`config.mk`:
```
export PLATFORM = sky130hd
export DESIGN_NAME = bcd_scan_counter
export DESIGN_NICKNAME = d
export VERILOG_FILES = /design/src/rtl/bcd_scan_counter_pkg.sv /design/src/rtl/bcd_scan_counter_digit.sv /design/src/rtl/bcd_scan_counter.sv
export SDC_FILE = /design/constraint.sdc
export NUM_CORES = 1
export LEC_CHECK = 0
export ABC_AREA = 1
export ABC_CLOCK_PERIOD_IN_PS = 3680
export CAP_MARGIN = 20
export CELL_PAD_IN_SITES_DETAIL_PLACEMENT = 1
export CELL_PAD_IN_SITES_GLOBAL_PLACEMENT = 1
export CORE_ASPECT_RATIO = 0.6
export CORE_MARGIN = 3
export CORE_UTILIZATION = 35
export DETAILED_ROUTE_END_ITERATION = 7
export PLACE_DENSITY_LB_ADDON = 0.1
export SETUP_SLACK_MARGIN = 0.15
export SKIP_LAST_GASP = 1
export SLEW_MARGIN = 20
export SYNTH_ARGS = -nofsm -noshare
export SYNTH_HDL_FRONTEND = slang
export SYNTH_SLANG_ARGS = --single-unit
export TNS_END_PERCENT = 10
```
`constraint.sdc`:
```
create_clock -name clk -period 3.68 [get_ports clk]
set_input_delay 0.552 -clock clk [delete_from_list [all_inputs] [get_ports clk]]
set_output_delay 0.552 -clock clk [all_outputs]
set_load 0.02 [all_outputs]
```
`src/rtl/bcd_scan_counter_pkg.sv`:
```
// Shared BCD constants and helpers for the BCD scan counter.
package bcd_scan_counter_pkg;

  localparam logic [3:0] BCD_MAX = 4'd9;
  localparam logic [3:0] BCD_MIN = 4'd0;

  // True when the nibble is a legal decimal digit.
  function automatic logic bcd_is_valid(input logic [3:0] nibble);
    return (nibble <= BCD_MAX);
  endfunction

  // One-hot decimal decode; non-BCD nibbles decode to all-zero.
  function automatic logic [9:0] bcd_to_onehot10(input logic [3:0] nibble);
    logic [9:0] onehot;
    onehot = '0;
    if (nibble <= BCD_MAX) begin
      onehot = 10'(1) << nibble;
    end
    return onehot;
  endfunction

endpackage

```
`src/rtl/bcd_scan_counter_digit.sv`:
```
// Single BCD digit cell (module bcd_digit): loadable, up/down with carry/borrow chain.
module bcd_digit
  import bcd_scan_counter_pkg::*;
(
  input  logic       clk,
  input  logic       rst_n,
  input  logic       ld,
  input  logic [3:0] ld_val,
  input  logic       step,
  input  logic       up,
  input  logic       cin,
  output logic [3:0] q,
  output logic       cout
);

  logic [3:0] q_d;
  logic [3:0] q_q;

  // Carry/borrow out when this digit rolls over during an enabled step.
  assign cout = step & cin & (up ? (q_q == BCD_MAX) : (q_q == BCD_MIN));
  assign q    = q_q;

  // Next digit value: load wins, otherwise advance only when the lower digits roll over.
  always_comb begin
    q_d = q_q;
    if (ld) begin
      q_d = ld_val;
    end else if (step && cin) begin
      if (up) begin
        q_d = (q_q == BCD_MAX) ? BCD_MIN : q_q + 4'd1;
      end else begin
        q_d = (q_q == BCD_MIN) ? BCD_MAX : q_q - 4'd1;
      end
    end
  end

  // Digit register.
  always_ff @(posedge clk or negedge rst_n) begin
    if (!rst_n) begin
      q_q <= BCD_MIN;
    end else begin
      q_q <= q_d;
    end
  end

endmodule

```
`src/rtl/bcd_scan_counter.sv`:
```
// Multi-digit BCD up/down counter with validated load, terminal-count pulse and a
// time-multiplexed digit scanner driving a registered one-hot decimal decode.
// Optional build macro BCD_SAT_EN: saturate at all-9s / all-0s instead of wrapping.
module bcd_scan_counter
  import bcd_scan_counter_pkg::*;
#(
  parameter int DIGITS   = 2,
  parameter int SCAN_DIV = 4
) (
  input  logic                  clk,
  input  logic                  rst_n,
  input  logic                  en_i,
  input  logic                  up_i,
  input  logic                  load_i,
  input  logic [4*DIGITS-1:0]   load_val_i,
  output logic [4*DIGITS-1:0]   count_o,
  output logic                  tc_o,
  output logic                  load_err_o,
  output logic [DIGITS-1:0]     digit_sel_o,
  output logic [9:0]            dec_o
);

  localparam int PW = (SCAN_DIV > 1) ? $clog2(SCAN_DIV) : 1;
  localparam int IW = (DIGITS > 1) ? $clog2(DIGITS) : 1;

  logic              load_ok;
  logic              at_limit;
  logic              step;
  logic              ld;
  logic [DIGITS-1:0] cin;
  logic [DIGITS-1:0] cout;

  logic              tc_d,       tc_q;
  logic              load_err_d, load_err_q;
  logic [PW-1:0]     presc_d,    presc_q;
  logic [IW-1:0]     idx_d,      idx_q;
  logic [DIGITS-1:0] sel_d,      sel_q;
  logic [9:0]        dec_d,      dec_q;
  logic [3:0]        sel_nib;

  // Load validation and detection of the all-9s (up) / all-0s (down) boundary.
  always_comb begin
    load_ok  = 1'b1;
    at_limit = 1'b1;
    for (int k = 0; k < DIGITS; k++) begin
      if (!bcd_is_valid(load_val_i[4*k +: 4])) load_ok = 1'b0;
      if (count_o[4*k +: 4] != (up_i ? BCD_MAX : BCD_MIN)) at_limit = 1'b0;
    end
  end

  assign ld = load_i & load_ok;
`ifdef BCD_SAT_EN
  assign step = en_i & ~load_i & ~at_limit;
`else
  assign step = en_i & ~load_i;
`endif

  // A rejected load still blocks stepping, so both pulses depend on load_i alone.
  // The top carry term equals the boundary term when wrapping and is 0 when saturating.
  assign tc_d       = (en_i & ~load_i & at_limit) | cout[DIGITS-1];
  assign load_err_d = load_i & ~load_ok;

  assign cin[0] = 1'b1;
  for (genvar k = 0; k < DIGITS; k++) begin : g_digit
    if (k > 0) begin : g_chain
      assign cin[k] = cout[k-1];
    end
    bcd_digit u_digit (
      .clk    (clk),
      .rst_n  (rst_n),
      .ld     (ld),
      .ld_val (load_val_i[4*k +: 4]),
      .step   (step),
      .up     (up_i),
      .cin    (cin[k]),
      .q      (count_o[4*k +: 4]),
      .cout   (cout[k])
    );
  end

  // Prescaler and scan pointer; the pointer advances on the prescaler's last count.
  always_comb begin
    presc_d = presc_q + PW'(1);
    idx_d   = idx_q;
    if (presc_q == PW'(SCAN_DIV - 1)) begin
      presc_d = '0;
      idx_d   = (idx_q == IW'(DIGITS - 1)) ? '0 : idx_q + IW'(1);
    end
    sel_d = DIGITS'(1) << idx_d;
  end

  // Decode of the digit selected this cycle, registered so dec_o lags selection by one clock.
  always_comb begin
    sel_nib = '0;
    for (int k = 0; k < DIGITS; k++) begin
      if (idx_q == IW'(k)) sel_nib = count_o[4*k +: 4];
    end
    dec_d = bcd_to_onehot10(sel_nib);
  end

  // Pulse, scan and decode registers.
  always_ff @(posedge clk or negedge rst_n) begin
    if (!rst_n) begin
      tc_q       <= 1'b0;
      load_err_q <= 1'b0;
      presc_q    <= '0;
      idx_q      <= '0;
      sel_q      <= DIGITS'(1);
      dec_q      <= 10'd1;
    end else begin
      tc_q       <= tc_d;
      load_err_q <= load_err_d;
      presc_q    <= presc_d;
      idx_q      <= idx_d;
      sel_q      <= sel_d;
      dec_q      <= dec_d;
    end
  end

  assign tc_o        = tc_q;
  assign load_err_o  = load_err_q;
  assign digit_sel_o = sel_q;
  assign dec_o       = dec_q;

endmodule

```
# Yosys cells after proc, flatten, opt, wreduce, memory -nomap -nowiden
# Cells that the tools add are included.
dict set report classes {
  n_addsub 6
  n_lt_le_gt_ge 3
  eq_ne 5
  shifts 2
  muxes 22
  bitwise_logic 10
  reduce_logical 5
}
# op count
set ops {}
lappend ops {{4-bit two-way mux} 12}
lappend ops {{4-bit less-or-equal comparator, second input constant} 3}
lappend ops {{10-bit two-way mux} 1}
lappend ops {{1-bit by 4-bit << shifter with 10-bit output, first input constant} 1}
lappend ops {{4-bit by 1-bit adder with 4-bit output, second input constant} 2}
lappend ops {{4-bit == test, second input constant} 2}
lappend ops {{4-bit logical NOT} 2}
lappend ops {{1-bit two-way mux} 8}
lappend ops {{4-bit inequality test} 2}
lappend ops {{4-bit by 1-bit subtractor with 4-bit output, second input constant} 2}
lappend ops {{1-bit AND} 7}
lappend ops {{2-bit nonzero test} 2}
lappend ops {{2-bit by 1-bit adder with 2-bit output, second input constant} 1}
lappend ops {{2-bit == test, second input constant} 1}
lappend ops {{2-bit two-way mux} 1}
lappend ops {{1-bit NOT} 2}
lappend ops {{1-bit by 1-bit << shifter with 2-bit output, first input constant} 1}
lappend ops {{1-bit adder, second input constant} 1}
lappend ops {{1-bit logical AND} 1}
lappend ops {{1-bit OR} 1}
dict set report word_totals {
  register_bits 25
  in_bits 13
  out_inout_bits 22
  elab_cells 61
}

# Longest topological paths before layout
dict set report logic_depth {
  word_depth 6
  mapped_depth 9
  mapped_depth_nobuf 8
}

# Hierarchy
# A second synthesis with hierarchy kept.
dict set report hier_totals {
  hier_cells 198
  hier_area_um2 1440.1
}
# mod instances cells_per_inst area_each_um2 seq_area_each_um2
set by_module_without_submodules {}
lappend by_module_without_submodules {bcd_digit 2 61 367.9 100.1}
lappend by_module_without_submodules {bcd_scan_counter 1 76 704.4 402.9}

# Least setup slack after synthesis
# No wires, ideal clock.
dict set report synth_path {
  path_type {input-to-reg}
  from {input port up_i}
  to {register tc_q, in the netlist tc_o}
  setup_time_ns 0.074
  arrival_ns 1.408
  required_time_ns 3.606
  setup_slack_ns 2.198
  path_stages 7
  path_buffers 2
  path_cell_list {buf_4 -> inv_1 -> buf_6 -> ha_1 -> nor2_1 -> nand4_1 -> o21ai_2}
}
dict set report synth_between {
  elab_chain_cells 6
}
# element line_no
set synth_lines {}
lappend synth_lines {{from (decl)} bcd_scan_counter.sv:13} ;# input logic up_i,
lappend synth_lines {{4-bit two-way mux} bcd_scan_counter.sv:47} ;# if (count_o[4*k +: 4] != (up_i ? BCD_MAX : BCD_MIN)) at_limit = 1'b0;
lappend synth_lines {{4-bit inequality test} bcd_scan_counter.sv:47}
lappend synth_lines {{1-bit two-way mux (2 in a row)} bcd_scan_counter.sv:47}
lappend synth_lines {{1-bit AND} bcd_scan_counter.sv:60} ;# assign tc_d = (en_i & ~load_i & at_limit) | cout[DIGITS-1];
lappend synth_lines {{1-bit OR (*)} bcd_scan_counter.sv:60}
lappend synth_lines {{net tc_d} bcd_scan_counter.sv:33} ;# logic tc_d, tc_q;
lappend synth_lines {{to (signal assigned)} bcd_scan_counter.sv:111} ;# tc_q <= tc_d;
lappend synth_lines {{to (decl)} bcd_scan_counter.sv:33}
# Mark *: on every way through the listed nets, which the timed path passes. The rest lies on a longest branch.
# A chain may end at the register's enable or synchronous reset.

# Final worst setup path
dict set report layout_path {
  from {register g_digit[0].u_digit.q_q[1]}
  to {output port count_o[1]}
}
# element line_no
set layout_rtl {}
lappend layout_rtl {{from (decl)} bcd_scan_counter_digit.sv:17} ;# logic [3:0] q_q;
lappend layout_rtl {{from (signal assigned)} bcd_scan_counter_digit.sv:42} ;# q_q <= q_d;
lappend layout_rtl {{to (decl)} bcd_scan_counter.sv:16} ;# output logic [4*DIGITS-1:0] count_o,
# No word-level cell between the ends.

==> metrics.md <==
| Metric | Value |
|---|---|
| Status | completed |
| CP Data Required Time | roughly 3.1 ns |
| Final worst-path cycle share | a little under three fifths |
| CTS Hold Bufs | 0 |
| FF-to-FF setup slack | approximately 2.3 ns |
| Critical-path top delay cell | clkdlybuf4s50_1 |
| Die X | 88.96 um |
| Clock latency on the worst-skew pair | roughly 0.27 ns |
| Setup violations, final | 0 |
| Final global-route overflow total | 0 |
| Yosys reg bits | 24 |
| # fillers | 486 |
| Drt pass-1 iters | 4 |
| Post-Syn Area | ~1400 um^2 |
| Kind of end point of the critical path | primary output |
| Largest net degree at the start of global routing | 25 |
| Post-synth cell types | 24 |
| DP Area | about 1800 um^2 |
| Buffer count from post-CTS setup fixing | 0 |
| Max transition margin | between 60% and 70% |
| Worst Path Max Fanout | 9 |
| Arr. time, crit path | 1.52 ns |
| RSZ-0062 raised after global routing | false |
| Simple-Gate Fraction of Synth Area | a little over a third |
| Clock transition at the registers of the reported paths | around 0.090 ns |
| DP HPWL | around 3.2 mm |
| Slew Limit Fails | 0 |
| Mux contribution to synthesized area | 0% |
| Leak Pwr | about 0.95 nW |
| Post-Synth Adder-Cell Area | under 10% |
| CP Buf/Inv Count | 1 |
| Post-layout min period | ~2.1 ns |
| NumNets Final | 246 |
| Hold Fails Final Rpt | 0 |
| Post-Syn Area per Cell | ~7.2 um^2 |
| Tot GR Track Use | about 18% |
| Vias per cell | approximately 5.0 |
| Crit path max-delay family | buffers and inverters |
| Critical R2R Capture | tc_o$_DFF_PN0_ |
| Sequential area share after synthesis | roughly two fifths |
| Largest family of logic cells by synthesized area | simple AND/OR/NAND/NOR gates |
| Number of global-route vias before repair | between 1000 and 1500 |
| CORE AREA | around 3800 um^2 |
| Layout cells sized above 1 | ~8% |
| Initial antenna violation count | 0 |
| Stages on worst setup path | 1 |
| Post-cts resize count | 0 |
| IO Count | 35 |
| First-pass GRT wire length | about 7.0 mm |
| Worst slew pin tran | ~0.56 ns |
| Max Clk Rate | roughly 480 MHz |
| Site Rows | 17 |
| CTS tree | done |
| Area grow syn2layout | 27.10% |
| Die Ht | about 56 um |
| CTS H-tree lvls | 1 |
| Post-Route WL | 4.126 mm |
| CTS Buf Count | 3 |
| Initial DRC count | 59 |
| FF-to-FF Start | g_digit[1].u_digit.q[0]$_DFFE_PN0P_ |
| Crit path to | count_o[1] |
| Overall Power | 1.058 mW |
| Setup TNS | 0 ns |
| Synth Area in Compound Gates | 6.061% |
| Die ar. | slightly below 5000 um^2 |
| Layout Utilization | slightly below 50% |
| Power Density | 576.0 nW/um^2 |
| Wirelength per Cell | approximately 15 um |
| MaxCap Viol Count | 0 |
| Syn Inst Count | ~200 |
| Clock tree sinks | 24 |
| Most frequent cells in the layout | 63 x nand2_1, 33 x clkdlybuf4s50_1, 27 x nand3_1 |
| Clock skew | ~0.0035 ns |
| # DRC | 0 |
| Most common cell after layout, fill and taps aside | nand2_1 |
| Port bufs | 34 |
| Worst-case reg-to-reg path depth | 5 |
| Initial core utilization | between 30% and 40% |
| Synthesized net count | ~220 |
| Crit path cell chain | clkdlybuf4s50_1 |
| Cell area after layout | roughly 1800 um^2 |
| Worst VDD drop | 0.3170 mV |
| RePlAce Congestion | a little under 0.9 |
| Clock root cell | clkbuf_8 |
| Hold Path Class | in -> async |
| Detailed-route via count | 1377 |
| Detail Route Antenna Nets | 0 |
| CP Class | reg -> out |
| CP max stage delay | 0.69 ns |
| # diodes | 0 |
| Yosys warnings | 0 |
| Xor/xnor share of the synthesized area | 1.212% |
| Worst setup startpoint | g_digit[0].u_digit.q[1]$_DFFE_PN0P_ |
| Critical Path Start Type | register |
| Clk buf depth | 2 |
power breakdown:
group	total [mW]	internal [mW]	switching (mW)
sequential	0.383	0.309	0.0740
combinational	0.443	0.175	0.268
clock	0.232	0.145	0.0869
total	1.06	0.629	0.429
kinds of logic (layout without fill, tap and decap cells):
kind of cell             after synthesis  after routing
XOR/XNOR                               2              2
AO/OA/AOI/OAI                         16             16
AND/OR/NAND/NOR                      120            120
adder cells (fa/ha/maj)                3              3
flip-flops                            24             24
buffers and inverters                 36             64
per-layer routing:
layer / up-vias / share of wire (%) / routed length [um] / track usage [%]
li1: 681 / - / - / -
met1: 659 / 51 / 2101 / 27.44
met2: 35 / 44 / 1798 / 26.43
met3: 2 / 5.0 / 208 / 3.550
met4: 0 / 0.44 / 18 / 1.911
met5: - / 0 / 0 / 0
flip-flops by register name, indices dropped and copies added, names as in the netlist:
signal             count
dec_o                 10
g_digit.u_digit.q      8
presc_q                2
digit_sel_o            1
idx_q                  1
load_err_o             1
tc_o                   1
synth_stat cells:
master    count  share of area (%)
nand3_2       1               0.69
inv_1        23                6.0
nand2_2       1               0.43
buf_2         4                1.4
or2_1         1               0.43
clkbuf_2      1               0.35
nand3_1      27                9.4
buf_4         2                1.0
o21ai_1       2               0.69
inv_2         3               0.78
xnor2_1       2                1.2
nand2_1      63                 16
o21ai_0       9                3.1
dfstp_2       2                3.6
nand4_1       5                2.2
a21oi_1       3                1.0
nor2_4        1               0.78
dfrtp_1      22                 38
nor2_1       18                4.7
nand2_4       1               0.78
nor2_2        2               0.87
ha_1          3                2.6
o21ai_2       2                1.2
buf_6         3                2.3
worst min path at each step:
stage / startpoint / end / slack (ns)
finish: rst_n / dec_o[9]$_DFF_PN0_ / 0.26
global route: rst_n / idx_q$_DFF_PN0_ / 0.29
detailed placement: presc_q[0]$_DFF_PN0_ / presc_q[0]$_DFF_PN0_ / 0.43
floorplan: rst_n / dec_o[1]$_DFF_PN0_ / 0.26
global placement: presc_q[0]$_DFF_PN0_ / presc_q[0]$_DFF_PN0_ / 0.41
CTS: presc_q[0]$_DFF_PN0_ / presc_q[0]$_DFF_PN0_ / 0.45
layout make-up:
class,count,area (um^2),share of cell area (%)
multi-input cells,141,670.6,36.51
flip-flops and latches,24,603.1,32.83
repair buffers,34,335.3,18.26
inverters,26,97.59,5.313
well taps,47,58.81,3.202
clock buffers,3,41.29,2.248
clock inverters,1,30.03,1.635
stage by stage:
stage / hold WS [ns] / setup WS (ns) / std cells
after floorplan: 0.2564 / 2.198 / 201
after global placement: 0.4137 / 1.555 / 272
after detailed placement: 0.4337 / 1.498 / 272
after CTS: 0.4455 / 1.581 / 276
after global routing: 0.2896 / 1.520 / 276
final: 0.2619 / 1.604 / 276
No activity file was read; power rests on OpenSTA's default activity.
